File: config.mk
export PLATFORM = sky130hd
export DESIGN_NAME = spi_recv
export DESIGN_NICKNAME = d
export VERILOG_FILES = /design/src/rtl/spi_recv.sv
export SDC_FILE = /design/constraint.sdc
export NUM_CORES = 1
export LEC_CHECK = 0
export CAP_MARGIN = 10
export CORE_UTILIZATION = 40
export DETAILED_ROUTE_END_ITERATION = 8
export PLACE_DENSITY = 0.61
export SETUP_SLACK_MARGIN = 0.15
export SLEW_MARGIN = 20
export SYNTH_ARGS = -nofsm -noshare
export SYNTH_HDL_FRONTEND = slang
export SYNTH_SLANG_ARGS = --single-unit
File: constraint.sdc
create_clock -name axi_aclk_i -period 2.9 [get_ports axi_aclk_i]
set_input_delay 0.435 -clock axi_aclk_i [delete_from_list [all_inputs] [get_ports axi_aclk_i]]
set_output_delay 0.435 -clock axi_aclk_i [all_outputs]
set_load 0.05 [all_outputs]
File: src/rtl/spi_recv.sv
// SPI mode-0 slave receiver: synchronizes the SPI pins into the aclk domain, assembles
// MSB-first bytes and emits them through a small FIFO as an AXI4-Stream master.
module spi_recv #(
  parameter int unsigned FifoDepth  = 4,
  parameter int unsigned SyncStages = 2
) (
  input  logic       axi_aclk_i,
  input  logic       axi_aresetn_i,
  input  logic       spi_clk_i,
  input  logic       spi_mosi_i,
  input  logic       spi_cs_i,
  output logic       axis_tvalid_o,
  input  logic       axis_tready_i,
  output logic [7:0] axis_tdata_o,
  output logic       axis_tlast_o,
  output logic       overflow_o,
  output logic       frame_err_o
);

  localparam int unsigned AddrW = (FifoDepth > 1) ? $clog2(FifoDepth) : 1;

  localparam logic [1:0] StWaitIdle = 2'd0;
  localparam logic [1:0] StIdle     = 2'd1;
  localparam logic [1:0] StShift    = 2'd2;

  // cs syncs reset to 0 so a frame already open at reset exit is held off in StWaitIdle.
  logic [SyncStages-1:0] sclk_sync_q, mosi_sync_q, cs_sync_q;
  logic                  sclk_prev_q;
  logic                  sclk_s, mosi_s, cs_s, sclk_rise;

  always_ff @(posedge axi_aclk_i or negedge axi_aresetn_i) begin
    if (!axi_aresetn_i) begin
      sclk_sync_q <= '0;
      mosi_sync_q <= '0;
      cs_sync_q   <= '0;
      sclk_prev_q <= 1'b0;
    end else begin
      sclk_sync_q <= {sclk_sync_q[SyncStages-2:0], spi_clk_i};
      mosi_sync_q <= {mosi_sync_q[SyncStages-2:0], spi_mosi_i};
      cs_sync_q   <= {cs_sync_q[SyncStages-2:0], spi_cs_i};
      sclk_prev_q <= sclk_s;
    end
  end

  assign sclk_s    = sclk_sync_q[SyncStages-1];
  assign mosi_s    = mosi_sync_q[SyncStages-1];
  assign cs_s      = cs_sync_q[SyncStages-1];
  assign sclk_rise = sclk_s & ~sclk_prev_q;

  logic [1:0] state_q, state_d;
  logic [2:0] cnt_q, cnt_d;
  logic [7:0] shift_q, shift_d, pend_q, pend_d, new_byte;
  logic       pend_vld_q, pend_vld_d;
  logic       frame_err_q, frame_err_d;
  logic       push;
  logic [8:0] push_data;

  always_comb begin
    state_d     = state_q;
    cnt_d       = cnt_q;
    shift_d     = shift_q;
    pend_d      = pend_q;
    pend_vld_d  = pend_vld_q;
    frame_err_d = 1'b0;
    push        = 1'b0;
    push_data   = '0;
    new_byte    = {shift_q[6:0], mosi_s};
    case (state_q)
      StWaitIdle: if (cs_s) state_d = StIdle;
      StIdle: begin
        if (!cs_s) begin
          state_d = StShift;
          cnt_d   = '0;
        end
      end
      StShift: begin
        // A clock rise wins; a coincident cs rise is still seen next cycle and closes the frame.
        if (sclk_rise) begin
          shift_d = new_byte;
          cnt_d   = cnt_q + 3'd1;
          if (cnt_q == 3'd7) begin
            push       = pend_vld_q;
            push_data  = {1'b0, pend_q};
            pend_d     = new_byte;
            pend_vld_d = 1'b1;
          end
        end else if (cs_s) begin
          frame_err_d = (cnt_q != 3'd0);
          push        = pend_vld_q;
          push_data   = {1'b1, pend_q};
          pend_vld_d  = 1'b0;
          state_d     = StIdle;
        end
      end
      default: state_d = StWaitIdle;
    endcase
  end

  always_ff @(posedge axi_aclk_i or negedge axi_aresetn_i) begin
    if (!axi_aresetn_i) begin
      state_q     <= StWaitIdle;
      cnt_q       <= '0;
      shift_q     <= '0;
      pend_q      <= '0;
      pend_vld_q  <= 1'b0;
      frame_err_q <= 1'b0;
    end else begin
      state_q     <= state_d;
      cnt_q       <= cnt_d;
      shift_q     <= shift_d;
      pend_q      <= pend_d;
      pend_vld_q  <= pend_vld_d;
      frame_err_q <= frame_err_d;
    end
  end

  logic [8:0]       mem_q [FifoDepth];
  logic [AddrW-1:0] wr_ptr_q, rd_ptr_q;
  logic [AddrW:0]   count_q;
  logic             overflow_q, full, pop, push_ok;

  assign full    = (count_q == (AddrW+1)'(FifoDepth));
  assign pop     = (count_q != '0) & axis_tready_i;
  assign push_ok = push & (~full | pop);

  always_ff @(posedge axi_aclk_i or negedge axi_aresetn_i) begin
    if (!axi_aresetn_i) begin
      for (int i = 0; i < FifoDepth; i++) mem_q[i] <= '0;
      wr_ptr_q   <= '0;
      rd_ptr_q   <= '0;
      count_q    <= '0;
      overflow_q <= 1'b0;
    end else begin
      if (push_ok) begin
        mem_q[wr_ptr_q] <= push_data;
        wr_ptr_q        <= wr_ptr_q + AddrW'(1);
      end
      if (pop) rd_ptr_q <= rd_ptr_q + AddrW'(1);
      if (push_ok && !pop) count_q <= count_q + (AddrW+1)'(1);
      else if (!push_ok && pop) count_q <= count_q - (AddrW+1)'(1);
      if (push && !push_ok) overflow_q <= 1'b1;
    end
  end

  assign axis_tvalid_o = (count_q != '0);
  assign axis_tdata_o  = mem_q[rd_ptr_q][7:0];
  assign axis_tlast_o  = mem_q[rd_ptr_q][8];
  assign overflow_o    = overflow_q;
  assign frame_err_o   = frame_err_q;

endmodule
; ---- Word level (Yosys, flattened, before mapping)
; Index checks and enable logic that the tools add are counted.
[totals]
reg_bits = 73
wordCells = 88
[op_classes]
n_addsub = 5
order_cmp = 3
n_eq_ne = 8
muxes = 29
n_bitwise = 8
reduce_logical = 17
[op_table]
columns = op, n
row1 = 9-bit 2-to-1 mux, 6
row2 = 36-bit bitwise mux, 1
row3 = 9-bit binary-select mux with 2-bit select, 1
row4 = 9-bit demux with 2-bit select, 1
row5 = 3-bit 2-to-1 mux, 4
row6 = 1-bit 2-to-1 mux, 10
row7 = 3-bit AND reduction, 3
row8 = 8-bit 2-to-1 mux, 1
row9 = "3-bit by 1-bit adder with 3-bit output, second input constant", 2
row10 = "3-bit == test, second input constant", 2
row11 = "3-bit greater-or-equal comparator, second input constant", 2
row12 = 2-bit 2-to-1 mux, 3
row13 = "2-bit inequality test, second input constant", 3
row14 = 2-bit NOT with 3-bit output, 2
row15 = 2-bit case mux with 3 select lines, 1
row16 = 3-bit case mux with 2 select lines, 1
row17 = 2-bit nonzero test, 3
row18 = 3-bit nonzero test, 2
row19 = "2-bit by 1-bit adder with 2-bit output, second input constant", 2
row20 = 1-bit logical AND, 4
row21 = 2-bit AND reduction, 2
row22 = 1-bit AND, 3
row23 = "3-bit by 1-bit < comparator with 1-bit output, second input constant", 1
row24 = "3-bit by 1-bit subtractor with 3-bit output, second input constant", 1
row25 = other kinds (7), 9

; ---- Depth between registers and ports, before layout
[logic_depth]
ltp_word = 9
ltp_mapped = 10

; ---- Worst setup path before layout
; OpenSTA, ideal clock, no wires.
[synth_timing]
kind = register -> register
start = register count_q[1]
end = register count_q[2]
setup_time_ps = 79
arrival_ps = 2218
required_time_ps = 2821
slack_ps = 603
path_stages_with_launch = 9
path_buffers = 0
period_less_slack_ps = 2297
path_cell_list = dfrtp_1 -> or3_1 -> nand2_1 -> ha_1 -> inv_1 -> fa_1 -> xor2_1 -> nor2_1 -> xor2_1
[synth_via]
elab_chain_len = 7
elab_cells_between_ends = 15
[synth_rtl]
columns = element, line
row1 = start: declaration, 119  ; logic [AddrW:0] count_q;
row2 = start signal: assignment, 139  ; if (push_ok && !pop) count_q <= count_q + (AddrW+1)'(1);
row3 = start signal: assignment, 140  ; else if (!push_ok && pop) count_q <= count_q - (AddrW+1)'(1);
row4 = 3-bit nonzero test *, n/a
row5 = via axis_tvalid_o, 12  ; output logic axis_tvalid_o,
row6 = 1-bit AND *, 123  ; assign pop = (count_q != '0) & axis_tready_i;
row7 = 1-bit OR, 124  ; assign push_ok = push & (~full | pop);
row8 = 1-bit AND, 124
row9 = 1-bit zero test, 140
row10 = 1-bit logical AND, 140
row11 = 2-bit nonzero test (no source line), n/a
; Mark *: on every way through the listed nets, which the timed path passes. The rest lies on a longest branch. The select of a mux whose other input is x is not followed.
; A chain may end at the register's enable or synchronous reset.

; ---- Worst setup path in the final report
[layout_timing]
start = register rd_ptr_q[0]
end = output port axis_tdata_o[4]
[layout_via]
elab_chain_len = 4
[layout_rtl]
columns = element, line
row1 = start: declaration, 118  ; logic [AddrW-1:0] wr_ptr_q, rd_ptr_q;
row2 = start signal: assignment, 138  ; if (pop) rd_ptr_q <= rd_ptr_q + AddrW'(1);
row3 = 2-bit NOT with 3-bit output (not written as such), 146  ; assign axis_tdata_o = mem_q[rd_ptr_q][7:0];
row4 = 9-bit binary-select mux with 2-bit select, 146
row5 = 9-bit 2-to-1 mux (2 in a row), n/a
row6 = end: declaration, 14  ; output logic [7:0] axis_tdata_o,
; Every way passes these cells. The select of a mux whose other input is x is not followed.

==> impl.org <==
** Run status
- Run status :: complete, no violations

** Synthesis
- Proportion of synthesized area in mux cells :: 0.2359
- Count of cell types in the netlist :: 29
- For this run, the number of Yosys warnings is 0.
- Area share of fa/ha/maj cells after synthesis :: 0.03851
- Of the synthesized area, sequential elements account for 0.5856.
- The post-synthesis compound-gate area fraction is 0.01765.
- Area share of and/or/nand/nor cells after synthesis :: 0.08985
- Gate Count Post-Synth :: 214
- Xor and xnor fraction of the mapped netlist area :: 0.01966
- Mean instance size in the synthesized netlist :: 14.58 µm²
- Net count of the mapped netlist :: 229
- Number of register bits inferred by synthesis :: 73
- Area of the mapped netlist :: 3119 µm²
- By area, the combinational part of the netlist is dominated by multiplexers.

** Die
- Floorplan die width :: 90.31 µm
- Ports placed on the boundary :: 18
- Initial Util :: 0.4210
- The die covers 8155 µm².
- After floorplanning, the core was divided into 31 placement rows.
- In this run the vertical extent of the chip is 90.31 µm.
- Area of the core region :: 7408 µm²

** Detailed routing
- Dividing the detail-routed wire length by the instance count gives 14.57 µm.
- The first detailed-routing pass ran for 4 iterations.
- The routed layout has 1684 vias.
- Number of vias per cell :: 4.895
- The detail route stage leaves a number of antenna-violating nets equal to 0.
- After the first detailed-routing iteration, the DRC count stood at 40.
- Post-route DRC violation count :: 0
- Total Wirelength :: 5.011 mm

** Global routing
- The number of antenna violations at the first check in global routing came to 0.
- Entering global routing, the biggest net connects 74 pins.
- Via count of the first global-routing pass :: 1711
- The first global-routing pass estimated 8.790 mm of wire.
- Overflow left after global routing :: 0
- Across every metal layer, demand over resource in global routing totals 0.1419.

** Worst setup path
- Biggest fanout along the worst timing path :: 8
- Worst Setup Path Type :: flop to output port
- Category of the worst setup path capture point :: output port
- STA puts the critical path data required time at 2.47 ns.
- The signal on the critical path passes through buf_12 > mux4_2 > clkdlybuf4s50_1.
- Element type at the critical path start :: flop
- Arrival time at the worst endpoint :: 2.22 ns
- Library cell contributing the largest single delay on the critical path :: sky130_fd_sc_hd__clkdlybuf4s50_1
- For this run, the slowest stage of the critical path takes 0.71 ns.

** STA
- After layout, the worst setup slack is 0.2476 ns.
- Fin. Hold Viols :: 0
- The worst path needs 2.652 ns of the cycle, external delays included.
- Least-Margin Pin Slew :: 0.9101 ns
- Pins over their slew limit :: 0
- RSZ-0062 raised after global routing :: false
- Slew Limit Headroom :: 0.3933
- Final-report setup violation count :: 0
- For this run, the top clock speed supported by timing is 377.0 MHz.
- Final period util :: 0.9146
- Total negative slack :: 0 ns
- Final setup skew :: 0.009299 ns
- Post-Route Hold Slack :: 0.2077 ns

** Finish
- The final layout contains 255 nets.
- End-of-flow core utilization :: 0.4835
- Of the cells placed in the final design, the portion with a size suffix greater than 1 is 0.3061.
- Signed area change from the synthesized netlist to the final layout :: 14.84%
- Ant. Diodes :: 0

** Clocking
- # H-tree levels :: 3
- CTS clk-pin slew, worst paths :: 0.08 ns
- TritonCTS built the clock tree.
- Maximum buffer depth of the clock tree :: 2
- Clk root buf :: sky130_fd_sc_hd__clkbuf_8
- Number of sinks driven by the clock tree :: 73
- Skew-Pair Late Insertion Delay :: 0.35 ns
- Total CTS buffers :: 9

** Placement
- Final HPWL DP :: 3.283 mm
- At the end of routability-driven placement, the weighted congestion stood at 0.6475.
- Dpl ws :: 0.3290 ns
- Buffers placed on the I/O ports in this run total 17.

** Worst hold path
- Path category of the worst min-delay check :: primary input to async pin

** Job
- Across the run, the number of max-cap violations was 0.

** Pwr
- Leak pwr :: 1.738 nW
- Worst IR drop on VDD :: 0.0002076 V
- Power spread over the standard cell area amounts to 617.4 nW/µm².
## registers in the layout (all words and copies together), names as in the netlist, 2 cells and up
name,flops
mem_q,36
pend_q,8
shift_q,7
cnt_q,3
count_q,3
cs_sync_q,2
mosi_sync_q,2
rd_ptr_q,2
sclk_sync_q,2
state_q,2
wr_ptr_q,2
## stage by stage
step	cells	instance area (µm²)	total power, mW
2_1_floorplan	214	3119	1.441
3_3_place_gp	328	3417	1.561
3_5_place_dp	328	3417	1.564
4_1_cts	344	3580	2.252
5_1_grt	344	3582	2.349
6_report	344	3582	2.212
## synthesized netlist by cell type
cell,count,area [µm²]
sky130_fd_sc_hd__xnor2_1,5,43.79
sky130_fd_sc_hd__dfrtp_1,73,1827
sky130_fd_sc_hd__fa_1,1,20.02
sky130_fd_sc_hd__a22o_1,2,17.52
sky130_fd_sc_hd__nand2b_1,1,6.260
sky130_fd_sc_hd__nor3b_1,1,7.510
sky130_fd_sc_hd__or3_1,1,6.260
sky130_fd_sc_hd__ha_1,8,100.1
sky130_fd_sc_hd__nand3_1,1,5.000
sky130_fd_sc_hd__mux4_2,9,202.7
sky130_fd_sc_hd__a41o_1,1,10.01
sky130_fd_sc_hd__a21boi_0,1,7.510
sky130_fd_sc_hd__nor2_1,3,11.26
sky130_fd_sc_hd__mux2_1,6,67.56
sky130_fd_sc_hd__buf_2,2,10.01
sky130_fd_sc_hd__xor2_1,2,17.52
sky130_fd_sc_hd__and2_1,1,6.260
sky130_fd_sc_hd__nor2b_1,1,6.260
sky130_fd_sc_hd__mux2_2,40,450.4
sky130_fd_sc_hd__nor2b_4,1,13.76
sky130_fd_sc_hd__and4bb_2,1,12.51
sky130_fd_sc_hd__nand2_1,30,112.6
sky130_fd_sc_hd__o21ai_0,4,20.02
sky130_fd_sc_hd__clkbuf_1,1,3.750
sky130_fd_sc_hd__inv_1,7,26.28
sky130_fd_sc_hd__mux2_4,1,15.01
sky130_fd_sc_hd__nand2_2,4,25.02
sky130_fd_sc_hd__nor4b_4,2,47.55
sky130_fd_sc_hd__nor3_1,4,20.02
## metal layers
metal / routed length (µm) / share of wire / GRT usage
met2: 2369 / 0.47 / 0.2163
met5: 0 / 0 / 0
met3: 173 / 0.035 / 0.05051
met1: 2402 / 0.48 / 0.1851
met4: 65 / 0.013 / 0.05645
## cells in the final DEF (no fill, tap or decap), drive strengths merged
cell type	count
a21boi	1
a22o	2
a41o	1
and2	1
and4bb	1
buf	2
clkbuf	10
clkdlybuf4s50	15
clkinv	4
clkinvlp	2
dfrtp	73
dlymetal6s2s	1
fa	1
ha	8
inv	7
mux2	47
mux4	9
nand2	34
nand2b	1
nand3	1
nor2	3
nor2b	2
nor3	4
nor3b	1
nor4b	2
o21ai	4
or3	1
xnor2	5
xor2	2
## worst max-delay path: cells and delay by family (launching register included)
kind / cells / cell delay (ns)
buf+inv: 2 / 0.89
mux: 1 / 0.50
flops: 1 / 0.48
## worst paths after layout
path / end / from / cells after the start / slack [ns]
min in group axi_aclk_i: mosi_sync_q[1] / mosi_sync_q[0] / 0 / 0.35
max reg2reg: count_q[2] / cnt_q[0] / 10 / 0.56
max in group asynchronous: mem_q[11] / axi_aresetn_i / 1 / 2.09
max: axis_tdata_o[4] / rd_ptr_q[0] / 3 / 0.25
min: sclk_sync_q[0] / axi_aresetn_i / 1 / 0.21
min reg2reg: mosi_sync_q[1] / mosi_sync_q[0] / 0 / 0.35
## power breakdown
group | internal (mW) | switching (mW) | total [mW] | leakage (nW)
combinational | 0.178 | 0.151 | 0.329 | 0.675
sequential | 1.09 | 0.112 | 1.21 | 0.981
clock | 0.304 | 0.373 | 0.678 | 0.0818
total | 1.57 | 0.637 | 2.21 | 1.74
## kinds of logic after synthesis
kind of cell / count (synthesis)
and+or+nand+nor: 51
buffers and inverters: 10
adders and majority gates: 9
muxes: 56
AOI/OAI and AO/OA: 8
DFF: 73
xor gates and xnor gates: 7
## cell type report
type                    count  area [µm²]
clock buffers              10       127.6
clock inverters             6       35.03
fillers                   658        3826
inverters                   7       26.28
multi-input cells         131        1252
flip-flops and latches     73        1827
well taps                  99       123.9
repair buffers             18       190.2
## timing repair
item	in CTS	in global routing
setup endpoints to repair	0	1
hold buffers	0	0
resized for setup	0	1
setup buffers	0	0
(Power assumes the default switching activity.)
